[config.mk]
export PLATFORM = sky130hd
export DESIGN_NAME = karplus_pluck_sequencer
export DESIGN_NICKNAME = d
export VERILOG_FILES = /design/src/rtl/karplus_pkg.sv /design/src/rtl/karplus_pluck_sequencer_lfsr16.sv /design/src/rtl/karplus_pluck_sequencer.sv
export SDC_FILE = /design/constraint.sdc
export NUM_CORES = 1
export LEC_CHECK = 0
export ABC_AREA = 1
export CORE_AREA = 2 2 159 161
export DETAILED_ROUTE_END_ITERATION = 7
export DIE_AREA = 0 0 161 163
export PLACE_DENSITY = 0.82
export SLEW_MARGIN = 10
export SYNTH_ARGS = -nofsm -noshare
export SYNTH_HDL_FRONTEND = slang
export SYNTH_SLANG_ARGS = --single-unit
[constraint.sdc]
create_clock -name clk -period 2.88 [get_ports clk]
set_input_delay 0.288 -clock clk [delete_from_list [all_inputs] [get_ports clk]]
set_output_delay 0.288 -clock clk [all_outputs]
set_load 0.03 [all_outputs]
[src/rtl/karplus_pkg.sv]
// Shared definitions for the Karplus-Strong pluck sequencer.
// Holds the Avalon register map, the sequencer state encoding and the
// noise LFSR constants plus its one-step update function.
package karplus_pkg;

    localparam logic [2:0] ADDR_CTRL   = 3'd0;
    localparam logic [2:0] ADDR_STATUS = 3'd1;
    localparam logic [2:0] ADDR_NOTE   = 3'd2;
    localparam logic [2:0] ADDR_DIV    = 3'd3;
    localparam logic [2:0] ADDR_SEED   = 3'd4;
    localparam logic [2:0] ADDR_DUR    = 3'd5;
    localparam logic [2:0] ADDR_AMP    = 3'd6;

    localparam logic [15:0] LFSR_POLY         = 16'hB400;
    localparam logic [15:0] LFSR_DEFAULT_SEED = 16'hACE1;

    typedef enum logic [2:0] {
        ST_IDLE,
        ST_FILL_LO,
        ST_FILL_HI,
        ST_PLAY,
        ST_MUTE_LO,
        ST_MUTE_HI,
        ST_DONE
    } state_t;

    // One Galois step: shift right, fold the taps in when a 1 falls out.
    function automatic logic [15:0] lfsr_next(input logic [15:0] cur,
                                              input logic [15:0] poly);
        return cur[0] ? ((cur >> 1) ^ poly) : (cur >> 1);
    endfunction

endpackage

[src/rtl/karplus_pluck_sequencer_lfsr16.sv]
// 16-bit Galois LFSR used as the noise source for the delay-line fill.
// Ports:
//   clk, reset  - clock, synchronous active-high reset (to RESET_VALUE)
//   load, seed  - load seed on the next edge (has priority over step)
//   step        - advance one Galois step on the next edge
//   state       - current register value
//   state_next  - value the register takes on the next edge
module lfsr16 #(
    parameter logic [15:0] POLY        = karplus_pkg::LFSR_POLY,
    parameter logic [15:0] RESET_VALUE = karplus_pkg::LFSR_DEFAULT_SEED
) (
    input  logic        clk,
    input  logic        reset,
    input  logic        load,
    input  logic        step,
    input  logic [15:0] seed,
    output logic [15:0] state,
    output logic [15:0] state_next
);
    import karplus_pkg::*;

    always_comb begin
        state_next = state;
        if (load) begin
            state_next = seed;
        end else if (step) begin
            state_next = lfsr_next(state, POLY);
        end
    end

    always_ff @(posedge clk) begin
        if (reset) begin
            state <= RESET_VALUE;
        end else begin
            state <= state_next;
        end
    end

endmodule

[src/rtl/karplus_pluck_sequencer.sv]
// Avalon-MM slave that sequences one pluck of the Karplus-Strong core:
// fill the delay line with LFSR noise, let it play for DUR cycles, then
// mute by filling with zeros and flag done (optionally interrupting).
// Ports:
//   clk, reset                 - clock, synchronous active-high reset
//   address, chipselect, write,
//   writedata, readdata        - Avalon slave, zero-wait-state reads
//   irq                        - done & irq_en
//   noise, noise_en,
//   noise_pulse, sel_nota,
//   div_freq                   - registered drive to the synth core
module karplus_pluck_sequencer #(
    parameter int unsigned DEPTH      = 500,
    parameter int unsigned PULSE_HALF = 2,
    parameter logic [15:0] LFSR_POLY  = karplus_pkg::LFSR_POLY
) (
    input  logic        clk,
    input  logic        reset,
    input  logic [2:0]  address,
    input  logic        chipselect,
    input  logic        write,
    input  logic [31:0] writedata,
    output logic [31:0] readdata,
    output logic        irq,
    output logic [15:0] noise,
    output logic        noise_en,
    output logic        noise_pulse,
    output logic [9:0]  sel_nota,
    output logic [31:0] div_freq
);
    import karplus_pkg::*;

    localparam int unsigned FILL_W = $clog2(DEPTH + 1);
    localparam int unsigned PH_W   = $clog2(PULSE_HALF + 1);
    localparam logic [FILL_W-1:0] FILL_LAST = FILL_W'(DEPTH - 1);
    localparam logic [PH_W-1:0]   PH_LAST   = PH_W'(PULSE_HALF - 1);
    localparam logic [9:0]        NOTE_MAX  = 10'(DEPTH - 1);

    state_t state, state_nxt;

    logic [PH_W-1:0]   ph_cnt, ph_nxt;
    logic [FILL_W-1:0] fill_cnt, fill_nxt;
    logic [31:0]       dur_cnt, dur_nxt;

    // Software-visible configuration and the copies latched at start.
    logic [9:0]  note_cfg, note_w;
    logic [31:0] div_cfg, div_w;
    logic [15:0] seed_cfg;
    logic [31:0] dur_cfg, dur_w;
    logic [3:0]  amp_cfg, amp_w;
    logic        done, irq_en;

    logic [15:0] lfsr_q, lfsr_d, seed_eff;
    logic        lfsr_load, lfsr_step;

    logic [15:0] noise_nxt;
    logic        pulse_nxt, en_nxt;
    logic [9:0]  sel_nxt;
    logic [31:0] div_nxt;
    logic [3:0]  amp_d;

    logic wr_en, ctrl_wr, status_wr, start_ok, abort_req, busy;
    logic ph_done, fill_last;

    assign wr_en     = chipselect & write;
    assign ctrl_wr   = wr_en && (address == ADDR_CTRL);
    assign status_wr = wr_en && (address == ADDR_STATUS);
    assign abort_req = ctrl_wr & writedata[1];
    assign start_ok  = ctrl_wr & writedata[0] & ~writedata[1] & (state == ST_IDLE);
    assign busy      = (state != ST_IDLE);
    assign seed_eff  = (seed_cfg == 16'd0) ? LFSR_DEFAULT_SEED : seed_cfg;
    assign ph_done   = (ph_cnt == PH_LAST);
    assign fill_last = (fill_cnt == FILL_LAST);
    assign irq       = done & irq_en;

    lfsr16 #(
        .POLY        (LFSR_POLY),
        .RESET_VALUE (LFSR_DEFAULT_SEED)
    ) u_lfsr (
        .clk        (clk),
        .reset      (reset),
        .load       (lfsr_load),
        .step       (lfsr_step),
        .seed       (seed_eff),
        .state      (lfsr_q),
        .state_next (lfsr_d)
    );

    // Next state, counters and next values of the registered core outputs.
    // Outputs are derived from state_nxt so they line up with the state.
    always_comb begin
        state_nxt = state;
        ph_nxt    = '0;
        fill_nxt  = fill_cnt;
        dur_nxt   = dur_cnt;
        lfsr_load = 1'b0;
        lfsr_step = 1'b0;

        case (state)
            ST_IDLE: begin
                if (start_ok) begin
                    state_nxt = ST_FILL_LO;
                    fill_nxt  = '0;
                    lfsr_load = 1'b1;
                end
            end
            ST_FILL_LO, ST_MUTE_LO: begin
                if (ph_done) begin
                    state_nxt = (state == ST_FILL_LO) ? ST_FILL_HI : ST_MUTE_HI;
                end else begin
                    ph_nxt = ph_cnt + 1'b1;
                end
            end
            ST_FILL_HI: begin
                if (ph_done) begin
                    lfsr_step = 1'b1;
                    fill_nxt  = fill_cnt + 1'b1;
                    state_nxt = fill_last ? ST_PLAY : ST_FILL_LO;
                    // First PLAY cycle counts as 1 so PLAY lasts max(dur,1).
                    dur_nxt   = 32'd1;
                end else begin
                    ph_nxt = ph_cnt + 1'b1;
                end
            end
            ST_PLAY: begin
                if (dur_cnt >= dur_w) begin
                    state_nxt = ST_MUTE_LO;
                    fill_nxt  = '0;
                end else begin
                    dur_nxt = dur_cnt + 32'd1;
                end
            end
            ST_MUTE_HI: begin
                if (ph_done) begin
                    fill_nxt  = fill_cnt + 1'b1;
                    state_nxt = fill_last ? ST_DONE : ST_MUTE_LO;
                end else begin
                    ph_nxt = ph_cnt + 1'b1;
                end
            end
            ST_DONE: begin
                state_nxt = ST_IDLE;
            end
            default: begin
                state_nxt = ST_IDLE;
            end
        endcase

        if (abort_req && (state == ST_FILL_LO || state == ST_FILL_HI || state == ST_PLAY)) begin
            state_nxt = ST_MUTE_LO;
            fill_nxt  = '0;
            ph_nxt    = '0;
            lfsr_step = 1'b0;
        end

        amp_d     = start_ok ? amp_cfg : amp_w;
        noise_nxt = '0;
        pulse_nxt = 1'b0;
        en_nxt    = 1'b1;
        sel_nxt   = sel_nota;
        div_nxt   = div_freq;
        case (state_nxt)
            ST_FILL_LO: noise_nxt = lfsr_d >> amp_d;
            ST_FILL_HI: begin
                noise_nxt = lfsr_d >> amp_d;
                pulse_nxt = 1'b1;
            end
            ST_MUTE_HI: pulse_nxt = 1'b1;
            ST_PLAY: begin
                en_nxt  = 1'b0;
                sel_nxt = ({22'd0, note_w} >= DEPTH) ? NOTE_MAX : note_w;
                div_nxt = div_w;
            end
            default: ;
        endcase
    end

    always_ff @(posedge clk) begin
        if (reset) begin
            state       <= ST_IDLE;
            ph_cnt      <= '0;
            fill_cnt    <= '0;
            dur_cnt     <= '0;
            noise       <= '0;
            noise_en    <= 1'b1;
            noise_pulse <= 1'b0;
            sel_nota    <= NOTE_MAX;
            div_freq    <= '0;
        end else begin
            state       <= state_nxt;
            ph_cnt      <= ph_nxt;
            fill_cnt    <= fill_nxt;
            dur_cnt     <= dur_nxt;
            noise       <= noise_nxt;
            noise_en    <= en_nxt;
            noise_pulse <= pulse_nxt;
            sel_nota    <= sel_nxt;
            div_freq    <= div_nxt;
        end
    end

    always_ff @(posedge clk) begin
        if (reset) begin
            note_cfg <= '0;
            div_cfg  <= '0;
            seed_cfg <= '0;
            dur_cfg  <= '0;
            amp_cfg  <= '0;
            note_w   <= '0;
            div_w    <= '0;
            dur_w    <= '0;
            amp_w    <= '0;
            done     <= 1'b0;
            irq_en   <= 1'b0;
        end else begin
            if (wr_en) begin
                case (address)
                    ADDR_STATUS: if (writedata[2]) irq_en <= 1'b1;
                    ADDR_NOTE:   note_cfg <= writedata[9:0];
                    ADDR_DIV:    div_cfg  <= writedata;
                    ADDR_SEED:   seed_cfg <= writedata[15:0];
                    ADDR_DUR:    dur_cfg  <= writedata;
                    ADDR_AMP:    amp_cfg  <= writedata[3:0];
                    default: ;
                endcase
            end
            // Completion beats a software clear landing on the same edge.
            if (state == ST_DONE) begin
                done <= 1'b1;
            end else if (status_wr && writedata[1]) begin
                done <= 1'b0;
            end
            if (start_ok) begin
                note_w <= note_cfg;
                div_w  <= div_cfg;
                dur_w  <= dur_cfg;
                amp_w  <= amp_cfg;
            end
        end
    end

    always_comb begin
        readdata = '0;
        case (address)
            ADDR_STATUS: readdata = {29'd0, irq_en, done, busy};
            ADDR_NOTE:   readdata = {22'd0, note_cfg};
            ADDR_DIV:    readdata = div_cfg;
            ADDR_SEED:   readdata = {16'd0, seed_cfg};
            ADDR_DUR:    readdata = dur_cfg;
            ADDR_AMP:    readdata = {28'd0, amp_cfg};
            default:     readdata = '0;
        endcase
    end

endmodule

==> reports/results.ini <==
[place]
io_buffers = 131
place_hpwl_um = 27230
gp_congestion = 0.9865

[logic_synthesis]
syn_area_per_cell_sq_um = 6.969
synth_area_sq_um = 13950
synth_edf_count = 0
ys_warn_count = 0
syn_inst = 2002
ys_types = 44
syn_nets = 2076
async_reset_ff_frac = 0
synth_top_area_frac = 0.4247
synth_flop_cell = dfxtp_1
synth_area_leader_cell = dfxtp_1
synthTopCellsByArea = dfxtp_1 42%, nand2_1 9.5%, a21oi_1 7.0%
ys_ff_latch = 296
synth-seq-area-share = 0.4247

[power]
vdd_drop_max_v = 0.0005851
p_switching_w = 0.001964
seqPwrFrac = 0.482
clkPwrFrac = 0.473
p_per_area_nw_per_um2 = 521.3
switching_share = 0.2278
p_comb_frac = 0.045
internal_power_w = 0.006658
power.leakage_nw = 6.952

[grt]
antenna_found_initial = 0
grt_usage = 0.2859
grt_overflow_total = 0
grt_pass1_vias = 12375
grt_max_degree = 78
grt_pass1_wl_um = 61760

[layout]
diodes = 0
drive_gt1_frac = 0.07996
nNetsFinal = 2176
area_growth_syn_to_layout_pct = 18.54

[worst_hold_path]
hp-class = in2reg
hp-start = writedata[10]
whs_path_depth = 3
min_to = div_cfg[10]

[timing]
whs_ns = 0.3695
setup_tns_ns = 0
period_needed_ns = 2.725
fmax_mhz = 367.0
hold_violations = 0
rsz0062_at_grt = false
maxSlewHeadroom = 0.4560
worst_pin_slew_ns = 0.8148
setup_violations = 0
fin_worst_skew_ns = 0.01525
post-route-period-util = 0.9461
slew_violations = 0

[detailed_routing]
routed-wl-met3_um = 2628
wl_met2_um = 16680
wl_per_cell_um = 15.52
vias_per_cell = 5.447
met1_length_um = 17700
drc_errors = 1
wl_um = 38120
drt_pre_antenna_iters = 8
via_count = 13379
routed.top_layer = met4
initialDrtViolationCount = 1081
antenna_left = 0

[clocking]
hold_buffers = 0
cts_sinks = 296
path_clk_slew_ns = 0.06
clock-root-buffer = clkbuf_16
worstSkewPairLatency_ns = 0.55
cts_resized = 0
postCtsSetupRepairBufs = 0
clockBufferDepth = 3
cts_tree = yes
cts_inserted_buffers = 31
htree_levels = 1

[setup_path]
crit_arrival_ns = 2.44
startpoint = address[1]
r2r_setup_slack_ns = 0.33
path_max_fanout = 4
critical_path.startpoint_type = input pin
r2r-end = noise[2]
worstReg2RegStart = dur_cnt[29]
required_ns = 2.59
crit_type = in2out
crit_path_end_kind = output port
reg2reg_depth = 12

[status]
status = finished, violations left
violations = DRC

[die]
start_util = 0.5655
die_h_um = 163
row_count = 58
ios = 132
core_sq_um = 24670
dieWidth_um = 161
die-area_sq_um = 26240

[flow_run]
maxCapViolCount = 0

-- worst max path at each step --
stage                             end  slack [ns]  cells after the start
final                     readdata[1]        0.16                      8
after detailed placement    noise[10]        0.18                     13
after CTS                 readdata[1]        0.20                      8
after floorplan           sel_nota[0]        0.76                     13
after global routing      readdata[1]       0.006                      8
after global placement       noise[9]        0.22                     12
-- registers in the layout, summed over array words and instances, names as in the netlist --
| signal | count |
|---|---|
| amp_cfg | 4 |
| noise | 16 |
| fill_cnt | 9 |
| done | 1 |
| irq_en | 1 |
| dur_cnt | 32 |
| dur_cfg | 32 |
| sel_nota | 10 |
| seed_cfg | 16 |
| note_w | 10 |
| ph_cnt | 2 |
| dur_w | 32 |
| note_cfg | 10 |
| div_cfg | 32 |
| div_w | 32 |
| noise_en | 1 |
| amp_w | 4 |
| state | 3 |
| noise_pulse | 1 |
| u_lfsr.state | 16 |
| div_freq | 32 |
-- synth_stat cells, types with 4 or more instances --
master      n
o22ai_1    18
buf_6       5
a221oi_1    5
nor3_1     29
xnor2_1    10
inv_2      21
buf_2      24
o21ai_0   193
buf_1       7
o21ai_1     4
xor2_1     14
nand2_2     5
dfxtp_1   296
clkbuf_1   61
nand3_1   184
buf_4       5
ha_1       35
o221ai_1    7
inv_1     218
nor2_1    252
nand2_1   354
a21oi_1   194
nand4_1    23
-- worst max-delay path: stages --
cell and delay [ns]:
clkdlybuf4s50_1 0.58, inv_1 0.13, nor3_1 0.36, inv_1 0.12
nor2_1 0.10, a221oi_1 0.06, nand2_1 0.09, clkdlybuf4s50_1 0.70
-- cells by family (layout without fill, tap and decap cells) --
family                     after synthesis  count (layout)  synth area share
adders and majority gates               35              35           0.03139
and+or+nand+nor                        871             871            0.2666
buffers and inverters                  341             465           0.09793
xor gates and xnor gates                24              24           0.01507
DFF                                    296             296            0.4247
AOI/OAI and AO/OA                      435             435            0.1643
-- power groups by stage --
stage          Clock [W]  Combinational [W]  Sequential, W
4_1_cts          0.00413           0.000385        0.00415
2_1_floorplan          0           0.000220        0.00424
6_report         0.00408           0.000390        0.00416
5_1_grt          0.00431           0.000429        0.00416
3_5_place_dp           0           0.000382        0.00425
3_3_place_gp           0           0.000377        0.00425
-- layer usage --
metal  track usage  up-vias
met1        0.4072     6164
met5             0        -
met4       0.09700        0
met3       0.04940       72
met2        0.4399      414
li1              -     6729
-- stage by stage --
stage            util  std cells  instance area [sq um]  power (W)  worst slack (ns)
3_5_place_dp   0.6277       2399                  15490   0.004628            0.1791
6_report       0.6703       2456                  16540   0.008622            0.1552
5_1_grt        0.6703       2456                  16540   0.008894          0.005891
4_1_cts        0.6701       2456                  16530   0.008670            0.1952
3_3_place_gp   0.6277       2399                  15490   0.004622            0.2183
2_1_floorplan       -       2002                  13950   0.004458            0.7586
-- layout by cell type, fill, tap and decap left out, drive strengths merged, types with 3 or more instances in the layout --
master / n
nand2: 359
dfxtp: 296
nor2: 257
inv: 241
o21ai: 201
a21oi: 195
nand3: 187
clkdlybuf4s50: 100
buf: 69
clkbuf: 36
ha: 35
nor3: 32
nand4: 24
o22ai: 18
xor2: 14
clkinv: 11
xnor2: 10
o221ai: 7
a221oi: 5
bufinv: 4
clkinvlp: 4
and2: 3
nor4: 3
-- area by class of cell --
| cell class | instances | area [sq um] |
|---|---|---|
| well taps | 330 | 412.9 |
| multi-input cells | 1365 | 6674 |
| fillers | 2162 | 8135 |
| clock buffers | 36 | 814.5 |
| clock inverters | 21 | 230.2 |
| repair buffers | 169 | 1582 |
| inverters | 239 | 899.6 |
| flip-flops and latches | 296 | 5926 |
Note: power is estimated with default switching activity, not from simulation.
